`config.mk`:
```
export PLATFORM = sky130hd
export DESIGN_NAME = seq_divider32_flat
export DESIGN_NICKNAME = d
export VERILOG_FILES = /design/src/rtl/seq_divider32_if.sv /design/src/rtl/seq_divider32.sv /design/src/flat_wrapper.sv
export SDC_FILE = /design/constraint.sdc
export NUM_CORES = 1
export LEC_CHECK = 0
export ABC_CLOCK_PERIOD_IN_PS = 4900
export BUFFER_PORTS_ARGS = -buffer_cell sky130_fd_sc_hd__buf_2
export CAP_MARGIN = 20
export CORE_MARGIN = 2
export CORE_UTILIZATION = 58
export DETAILED_ROUTE_END_ITERATION = 6
export PLACE_DENSITY = 0.79
export SLEW_MARGIN = 20
export SYNTH_ARGS = -nofsm -noshare
export SYNTH_HDL_FRONTEND = slang
export SYNTH_SLANG_ARGS = --single-unit
```
`constraint.sdc`:
```
create_clock -name CLK -period 4.9 [get_ports CLK]
set_input_delay 0.49 -clock CLK [delete_from_list [all_inputs] [get_ports CLK]]
set_output_delay 0.49 -clock CLK [all_outputs]
set_load 0.005 [all_outputs]
```
`src/rtl/seq_divider32_if.sv`:
```
// Start/busy/done request bundle for the sequential 32-bit divider.
// Master drives operands and start; slave returns status and results.
interface seq_divider32_if;
  logic        start;
  logic        is_signed;
  logic [31:0] dividend;
  logic [31:0] divisor;
  logic        busy;
  logic        done;
  logic [31:0] quotient;
  logic [31:0] remainder;
  logic        div_zero;

  modport master (
    output start, is_signed, dividend, divisor,
    input  busy, done, quotient, remainder, div_zero
  );

  modport slave (
    input  start, is_signed, dividend, divisor,
    output busy, done, quotient, remainder, div_zero
  );
endinterface

```
`src/rtl/seq_divider32.sv`:
```
// Multi-cycle restoring 32-bit divider (DIV/DIVU), one quotient bit per cycle.
// Signed operands are divided as magnitudes and sign-fixed in a final cycle.
module seq_divider32 #(
  parameter bit SIGNED_SUPPORT = 1'b1
) (
  input  logic           CLK,
  input  logic           nRST,
  seq_divider32_if.slave bus
);

  typedef enum logic [2:0] {
    IDLE, LOAD, DIV, FIX, DONE
  } state_e;

  state_e      state_q, state_d;
  logic [31:0] d_q, d_d;
  logic [31:0] dsr_q, dsr_d;
  logic [31:0] r_q, r_d;
  logic [4:0]  cnt_q, cnt_d;
  logic        sgn_q, sgn_d;
  logic        negq_q, negq_d;
  logic        negr_q, negr_d;
  logic [31:0] quo_q, quo_d;
  logic [31:0] rem_q, rem_d;
  logic        dz_q, dz_d;

  logic [31:0] rs;
  logic        msb;
  logic [32:0] sub;
  logic        cry;
  logic        qbit;

  // Subtract-mode add/sub: sub[32] is the borrow (cryflg)
  assign msb  = r_q[31];
  assign rs   = {r_q[30:0], d_q[31]};
  assign sub  = {1'b0, rs} - {1'b0, dsr_q};
  assign cry  = sub[32];
  assign qbit = msb | ~cry;

  always_comb begin
    state_d = state_q;
    d_d     = d_q;
    dsr_d   = dsr_q;
    r_d     = r_q;
    cnt_d   = cnt_q;
    sgn_d   = sgn_q;
    negq_d  = negq_q;
    negr_d  = negr_q;
    quo_d   = quo_q;
    rem_d   = rem_q;
    dz_d    = dz_q;
    unique case (state_q)
      IDLE, DONE: begin
        state_d = IDLE;
        if (bus.start) begin
          state_d = LOAD;
          d_d     = bus.dividend;
          dsr_d   = bus.divisor;
          sgn_d   = SIGNED_SUPPORT && bus.is_signed;
          dz_d    = 1'b0;
        end
      end
      LOAD: begin
        negq_d = sgn_q & (d_q[31] ^ dsr_q[31]);
        negr_d = sgn_q & d_q[31];
        d_d    = (sgn_q && d_q[31]) ? -d_q : d_q;
        dsr_d  = (sgn_q && dsr_q[31]) ? -dsr_q : dsr_q;
        r_d    = '0;
        cnt_d  = '0;
        if (dsr_q == '0) begin
          state_d = DONE;
          quo_d   = '1;
          rem_d   = d_q;
          dz_d    = 1'b1;
        end else begin
          state_d = DIV;
        end
      end
      DIV: begin
        r_d   = qbit ? sub[31:0] : rs;
        d_d   = {d_q[30:0], qbit};
        cnt_d = cnt_q + 5'd1;
        if (cnt_q == 5'd31) state_d = FIX;
      end
      FIX: begin
        quo_d   = negq_q ? -d_q : d_q;
        rem_d   = negr_q ? -r_q : r_q;
        state_d = DONE;
      end
      default: state_d = IDLE;
    endcase
  end

  always_ff @(posedge CLK or negedge nRST) begin
    if (!nRST) begin
      state_q <= IDLE;
      d_q     <= '0;
      dsr_q   <= '0;
      r_q     <= '0;
      cnt_q   <= '0;
      sgn_q   <= 1'b0;
      negq_q  <= 1'b0;
      negr_q  <= 1'b0;
      quo_q   <= '0;
      rem_q   <= '0;
      dz_q    <= 1'b0;
    end else begin
      state_q <= state_d;
      d_q     <= d_d;
      dsr_q   <= dsr_d;
      r_q     <= r_d;
      cnt_q   <= cnt_d;
      sgn_q   <= sgn_d;
      negq_q  <= negq_d;
      negr_q  <= negr_d;
      quo_q   <= quo_d;
      rem_q   <= rem_d;
      dz_q    <= dz_d;
    end
  end

  assign bus.busy      = (state_q == LOAD) ||
                         (state_q == DIV)  ||
                         (state_q == FIX);
  assign bus.done      = (state_q == DONE);
  assign bus.quotient  = quo_q;
  assign bus.remainder = rem_q;
  assign bus.div_zero  = dz_q;

endmodule
```
`src/flat_wrapper.sv`:
```
// flat-port wrapper written by rule: the top's interface ports become plain ports
module seq_divider32_flat 
#(
  parameter bit SIGNED_SUPPORT = 1'b1
)
  (CLK, nRST, bus_start, bus_is_signed, bus_dividend, bus_divisor, bus_busy, bus_done, bus_quotient, bus_remainder, bus_div_zero);
  seq_divider32_if bus_i ();
  input  logic CLK;
  input  logic nRST;
  input wire logic [$bits(bus_i.start)-1:0] bus_start;
  input wire logic [$bits(bus_i.is_signed)-1:0] bus_is_signed;
  input wire logic [$bits(bus_i.dividend)-1:0] bus_dividend;
  input wire logic [$bits(bus_i.divisor)-1:0] bus_divisor;
  output wire logic [$bits(bus_i.busy)-1:0] bus_busy;
  output wire logic [$bits(bus_i.done)-1:0] bus_done;
  output wire logic [$bits(bus_i.quotient)-1:0] bus_quotient;
  output wire logic [$bits(bus_i.remainder)-1:0] bus_remainder;
  output wire logic [$bits(bus_i.div_zero)-1:0] bus_div_zero;
  assign bus_i.start = bus_start;
  assign bus_i.is_signed = bus_is_signed;
  assign bus_i.dividend = bus_dividend;
  assign bus_i.divisor = bus_divisor;
  assign bus_busy = bus_i.busy;
  assign bus_done = bus_i.done;
  assign bus_quotient = bus_i.quotient;
  assign bus_remainder = bus_i.remainder;
  assign bus_div_zero = bus_i.div_zero;
  seq_divider32 #(.SIGNED_SUPPORT(SIGNED_SUPPORT)) u_core (.CLK(CLK), .nRST(nRST), .bus(bus_i));
endmodule
```
==> summary.md, run 1 <==
| Metric | Value |
|---|---|
| Worst setup path startpoint | `u_core.dsr_q[1]` |
| Via Count | `11,300` |
| Final WL | `34.3 mm` |
| Worst R2R Path Depth | `10` |
| First-pass GRT wire length | `55.8 mm` |
| Layout cells sized above 1 | `13.4%` |
| Async S/R FF share, synth | `100%` |
| Synthesized Nets | `approximately 1,600` |
| Clock sinks | `172` |
| Worst path most repeated cell | `nor3_1` |
| Avg WL per Cell | `19.2 um` |
| Endpoint class of the critical path | `register` |
| Vias/cell | `6.32` |
| NetSw | `4660 uW` |
| Die area | `21,100 um2` |
| Clock-pin slew on the worst setup and hold paths | `0.07 ns` |
| Max VDD drop | `327 uV` |
| Sequential cell area fraction in the yosys report | `37.1%` |
| Crit-path cells | `inv_1, ha_1, nor3b_1, nand4_1, nor3_1, nor2b_1, and3_2, buf_4, nor3_1, a21oi_1` |
| Placed insts | `1,760` |
| Final ANT Viol Nets | `0` |
| Synth Flop Type | `dfrtp_1` |
| Worst hold margin | `approximately 0.049 ns` |
| Syn Area/Cell | `7.99 um2` |
| Register-to-register setup slack | `1.22 ns` |
| Total global-route track usage | `32.3%` |
| Area Growth Syn to Fin | `11.6%` |
| Relative slew slack | `~34%` |
| Setup crit end | `u_core.bus.quotient[7]` |
| Latest clock arrival within the worst-skew pair | `0.45 ns` |
| Crit-path max FO | `34` |
| Initial drt markers | `1,186` |
| Initial Utilization | `59.3%` |
| Number of synthesis warnings | `0` |
| Run status | `complete, no violations` |
| Top delay family on crit path | `simple AND/OR/NAND/NOR gates` |
| Post-synth EDFFs | `0` |
| # rows | `between 50 and 60` |
| Detailed Place HPWL | `24.3 mm` |
| Critical R2R Launch | `u_core.dsr_q[1]` |
| DR DRC count | `0` |
| Total congestion overflow | `0` |
| Maximum Capacitance Violations | `0` |
| Synthesized flop and latch total | `172` |
| Core Area | `19,500 um2` |
| Non-Filler Instances | `roughly 1,800` |
| Antenna diode count | `0` |
| Post-synth top area cell | `dfrtp_1` |
| Largest net degree at the start of global routing | `103` |
| Comb power frac | `between 50% and 60%` |
| Max Freq | `271 MHz` |
| Final Util | `between 60% and 70%` |
| Post-cts sizing count | `0` |
| Final net count | `1,620` |
| Hold Violations, Final | `0` |
| Synth area leaders | `dfrtp_1 (37%), nand2_1 (6.9%), o21ai_0 (5.7%), a21oi_1 (5.3%), xor2_1 (4.1%)` |
| Die Width | `between 100 and 150 um` |
| Final setup vio count | `0` |
| Vias in the first global route | `10,600` |
| Int Power | `roughly 5000 uW` |
| Fillers | `between 1,500 and 2,000` |
| Max Clock Skew | `0.0142 ns` |
| PortBufs | `134` |
| Minimum clock period | `approximately 3.7 ns` |
| Worst path depth | `10` |
| CP max-delay cell | `and3_2` |
| Reg-to-Reg End | `u_core.bus.quotient[7]` |
| Hold crit path type | `in -> async` |
| Slowest stage delay, CP | `0.70 ns` |
| Placer Congestion | `1.01` |
| Mapped Cells | `1,450` |
| Antenna violations before repair | `0` |
| CTS tree | `built` |
| Clock root buffer | `clkbuf_16` |
| Setup bufs post-CTS | `0` |
| I/O pins | `135` |
| Worst path bufs/invs | `2` |
| RSZ-0062 raised after global routing | `false` |
| WS Path Type | `reg -> reg` |
| PwrDens | `~740 nW/um2` |
| Synth Cell Area | `between 10,000 and 15,000 um2` |
| CTS Buffer Depth | `2` |
| Netlist cell types | `70` |
| Switching Fraction | `48.4%` |
| Static Leak | `0.00560 uW` |
| Fin crit share | `75.2%` |
| CTS Hold Bufs | `0` |
| Crit start category | `register` |
| Clk pwr share | `14.6%` |
| Slew of the pin with the lowest slew margin | `0.980 ns` |
| Synth top area share | `37.1%` |
| Max Slew Vio Count | `0` |
| Setup TNS | `0 ns` |
| Die height | `roughly 150 um` |
| CTS H-tree lvls | `4` |
| Worst EP arrival | `4.05 ns` |
| CTS buffer count | `17` |
| Flop pwr share | `30.7%` |
| Worst Path Required | `5.27 ns` |
| DR pass1 iterations | `5` |
[layer usage]
layer  GRT usage, %  vias up  part of all wire, %  routed length (um)
met5              0        -                    0                   0
met4           10.8        0                  2.8                 975
met3           5.45       74                  7.7                2660
met2           52.9      534                   48               16300
met1           44.0     5402                   42               14400
li1               -     5308                    -                   -
[through the flow]
stage          cell area, um2  setup WS (ns)  power, uW
2_1_floorplan           11600           1.89       6550
3_3_place_gp            12300           1.50       7980
3_5_place_dp            12300           1.29       8110
4_1_cts                 12900           1.27       9530
5_1_grt                 12900          0.791      10400
6_report                12900           1.22       9630
[worst reg2reg max path: stages (launching register included)]
cell and delay (ns):
dfrtp_1 0.43, inv_1 0.12, ha_1 0.21, nor3b_1 0.44, nand4_1 0.25, nor3_1 0.43, nor2b_1 0.41, and3_2 0.70
buf_4 0.39, nor3_1 0.09, a21oi_1 0.15
[synth_stat cells (5+ instances only)]
master    number
nand2_1      212
dfrtp_1      172
o21ai_0      133
a21oi_1      123
nor2_1       112
clkbuf_1      84
nor3_1        65
xor2_1        54
inv_1         44
ha_1          37
a31oi_1       36
xnor2_1       34
nand3_1       28
a221oi_1      23
nor3b_1       21
or3_1         21
mux2i_1       20
o22ai_1       18
and3_1        13
buf_2         13
nand2b_1      13
nand4_1       13
a32oi_1       12
or4_1         11
a21o_1        10
nor4_1        10
and2_1         8
o211ai_1       8
a22oi_1        7
o31ai_1        7
a211oi_1       6
buf_1          6
a22o_1         5
nor2b_1        5
o21a_1         5
o21ai_1        5
o21bai_1       5
or2_2          5
[power by group through the flow]
stage                     Combinational [uW]  Sequential (uW)  Clock, uW
after global routing                    5820             3050       1480
final                                   5270             2960       1410
after global placement                  5060             2920          0
after CTS                               5200             2920       1410
after floorplan                         3970             2580          0
after detailed placement                5160             2940          0
[registers in the layout, indices dropped and copies added (netlist names), 3 cells and up]
name                  flops
u_core.bus.quotient      32
u_core.d_q               32
u_core.r_q               32
u_core.dsr_q             32
u_core.state_q            3
u_core.bus.remainder     32
u_core.cnt_q              5
[final cells by class]
type / instances / area, um2 / share of cell area [%]
Sequential cell: 172 / 4300 / 33.3
Multi-Input combinational cell: 1129 / 6720 / 52.0
Clock inverter: 13 / 158 / 1.22
Inverter: 44 / 165 / 1.28
Tap cell: 265 / 332 / 2.56
Timing Repair Buffer: 150 / 810 / 6.26
Clock buffer: 19 / 443 / 3.42
[cell families (layout without fill, tap and decap cells)]
logic type / after synthesis / in the layout / synth area share, %
simple gates: 556 / 556 / 22.9
compound gates: 427 / 427 / 22.4
flops: 172 / 172 / 37.1
buf+inv: 149 / 226 / 5.06
xor+xnor: 88 / 88 / 6.65
fa+ha+maj: 38 / 38 / 4.17
mux: 20 / 20 / 1.73
[how the worst min path moves through the flow]
stage / start / end / slack, ns / depth (start not counted)
floorplan: nRST / u_core.bus.div_zero / 0.19 / 0
global placement: u_core.bus.div_zero / u_core.bus.div_zero / 0.46 / 2
detailed placement: u_core.bus.div_zero / u_core.bus.div_zero / 0.48 / 2
CTS: nRST / u_core.d_q[7] / 0.09 / 1
global route: nRST / u_core.d_q[7] / 0.11 / 1
finish: nRST / u_core.d_q[7] / 0.05 / 1
[cell usage in the layout (no fill, tap or decap), types with 23 or more instances in the layout]
| master | count |
|---|---|
| a221oi_1 | 23 |
| dfrtp_1 | 172 |
| nor3_1 | 65 |
| a21oi_1 | 123 |
| o21ai_0 | 133 |
| buf_2 | 133 |
| xnor2_1 | 34 |
| ha_1 | 37 |
| nand2_1 | 211 |
| nor2_1 | 111 |
| nand3_1 | 28 |
| xor2_1 | 54 |
| inv_1 | 44 |
| a31oi_1 | 35 |
Note: power is estimated with default switching activity, not from simulation.
==> inputs of run 2 (changes only) <==
Settings changed: ABC_CLOCK_PERIOD_IN_PS 4900 to 3750.
Clock period 4.9 ns to 3.75 ns, I/O delays scaled along.
==> run 2 against run 1 <==
Effect of this change:
- the run now ends with hold timing left
- combinational power grew 32%
- first-iteration DRC count shrank 10%
- register-to-register slack lost 0.79 ns
- total power grew 30%
- global-route usage shrank 0.38 points
- die area is the same
- critical endpoint is now u_core.d_q[28]
- highest routed layer unchanged
==> summary.md, run 2 (same netlist as run 1, synthesis figures left out) <==
| Metric | Value |
|---|---|
| PortBufs | `134` |
| CTS Buffer Depth | `2` |
| Die area | `about 21,000 um2` |
| Worst setup path startpoint | `u_core.d_q[0]` |
| Flop pwr share | `30.9%` |
| Clk pwr share | `between 10% and 20%` |
| Placed instance area | `12,400 um2` |
| CTS H-tree lvls | `4` |
| Crit start category | `register` |
| Worst R2R Path Depth | `10` |
| Met3 WL | `2.73 mm` |
| Largest net degree at the start of global routing | `79` |
| Int Power | `~6500 uW` |
| Placer Congestion | `approximately 0.99` |
| First-pass GRT wire length | `55.1 mm` |
| Hold crit path type | `in -> async` |
| Max VDD drop | `469 uV` |
| Switching Fraction | `between 40% and 50%` |
| Crit-path max FO | `6` |
| Hold Violations, Final | `9` |
| Layout cells sized above 1 | `14.1%` |
| Most common cell after layout, fill and taps aside | `nand2_1` |
| M1 WL | `14.5 mm` |
| Initial drt markers | `1,065` |
| Setup bufs post-CTS | `0` |
| Core Area | `roughly 20,000 um2` |
| I/O pins | `roughly 140` |
| Slew of the pin with the lowest slew margin | `roughly 1.1 ns` |
| Final net count | `between 1,500 and 2,000` |
| Detailed Place HPWL | `roughly 25 mm` |
| Non-Filler Instances | `1,804` |
| Worst hold margin | `-0.0141 ns` |
| Max Freq | `301 MHz` |
| Clock-pin slew on the worst setup and hold paths | `roughly 0.070 ns` |
| Endpoint class of the critical path | `register` |
| DR pass1 iterations | `7` |
| Maximum Capacitance Violations | `0` |
| Setup TNS | `0 ns` |
| Failing checks | `hold timing` |
| Clock root buffer | `clkbuf_16` |
| Commonest cells after routing, fill and taps aside | `nand2_1 (211), dfrtp_1 (172), o21ai_0 (133), buf_2 (133), a21oi_1 (123)` |
| Antenna violations before repair | `0` |
| Latest clock arrival within the worst-skew pair | `0.44 ns` |
| Die height | `145 um` |
| CTS buffer count | `17` |
| Total global-route track usage | `31.9%` |
| RSZ-0062 raised after global routing | `false` |
| CTS Hold Bufs | `0` |
| Die Width | `around 150 um` |
| Placed insts | `1,773` |
| Final WL | `34.5 mm` |
| # rows | `51` |
| Final ANT Viol Nets | `0` |
| DR DRC count | `0` |
| Post-cts sizing count | `0` |
| Static Leak | `0.00566 uW` |
| Minimum clock period | `3.32 ns` |
| Top sig layer | `met4` |
| Vias/cell | `6.35` |
| Post-layout instance area | `13,000 um2` |
| Total congestion overflow | `0` |
| Fin crit share | `88.5%` |
| Register-to-register setup slack | `0.43 ns` |
| Antenna diode count | `0` |
| Met2 Wirelength | `16.3 mm` |
| CTS tree | `built` |
| Critical R2R Launch | `u_core.d_q[0]` |
| Clock sinks | `between 150 and 200` |
| Reg-to-Reg End | `u_core.d_q[28]` |
| WS Path Type | `reg -> reg` |
| Max Slew Vio Count | `0` |
| Relative slew slack | `29.5%` |
| Worst Path Required | `4.06 ns` |
| Worst EP arrival | `3.63 ns` |
| Overall power | `12,600 uW` |
| PwrDens | `slightly below 1000 nW/um2` |
| Run status | `complete, but fails checks` |
| Via Count | `11,500` |
| Comb power frac | `roughly 55%` |
| Area Growth Syn to Fin | `12.4%` |
| Vias in the first global route | `10,600` |
| Initial Utilization | `~59%` |
| Final setup vio count | `0` |
| NetSw | `6090 uW` |
| Max Clock Skew | `0.0120 ns` |
| Avg WL per Cell | `19.1 um` |
## run 2: cell types whose count changed in the layout (fill, tap and decap cells not counted), sizes merged
| cell | delta |
|---|---|
| clkinv | +1 |
| buf | +13 |
| bufinv | -1 |
| clkbuf | -1 |
## run 2: final cells by class
type | count | area, um2
multi-input combinational | 1129 | 6740
fill | 1660 | 6500
sequential | 172 | 4300
timing repair buffer | 163 | 920
clock buffer | 18 | 429
tap | 265 | 332
inverter | 44 | 165
clock inverter | 13 | 136
## run 2: stage by stage
stage               utilization, %  setup WS (ns)
global placement              63.7          0.471
detailed placement            63.7          0.242
finish                        66.7          0.429
global route                  66.7          0.230
floorplan                        -          0.739
CTS                           66.6          0.179
## run 2: power groups by stage
stage	Sequential, uW	Clock (uW)	Combinational [uW]
2_1_floorplan	3370	0	5180
3_3_place_gp	3830	0	6610
3_5_place_dp	3850	0	6800
4_1_cts	3820	1750	6850
5_1_grt	3990	1830	7670
6_report	3880	1740	6940
## run 2: per-layer routing
layer | vias to the layer above | GRT usage [%]
li1 | 5359 | -
met1 | 5443 | 44.1
met2 | 591 | 51.9
met3 | 67 | 5.08
met4 | 0 | 10.5
met5 | - | 0
## run 2: worst max-delay path, stage by stage, from the launching register on
cell	delay, ns
dfrtp_1	0.49
inv_1	0.14
ha_1	0.21
or3b_1	0.47
nor4b_2	0.49
nand3_1	0.23
or2_1	0.29
or3_1	0.36
nor3b_1	0.16
a221oi_1	0.25
o21ai_0	0.11
## run 2: worst max path at each step
stage / to / slack (ns) / cells past startpoint
floorplan: u_core.r_q[24] / 0.74 / 13
global route: u_core.r_q[27] / 0.23 / 11
detailed placement: u_core.bus.quotient[8] / 0.24 / 10
finish: u_core.d_q[28] / 0.43 / 10
CTS: u_core.bus.quotient[8] / 0.18 / 10
global placement: u_core.bus.quotient[7] / 0.47 / 10
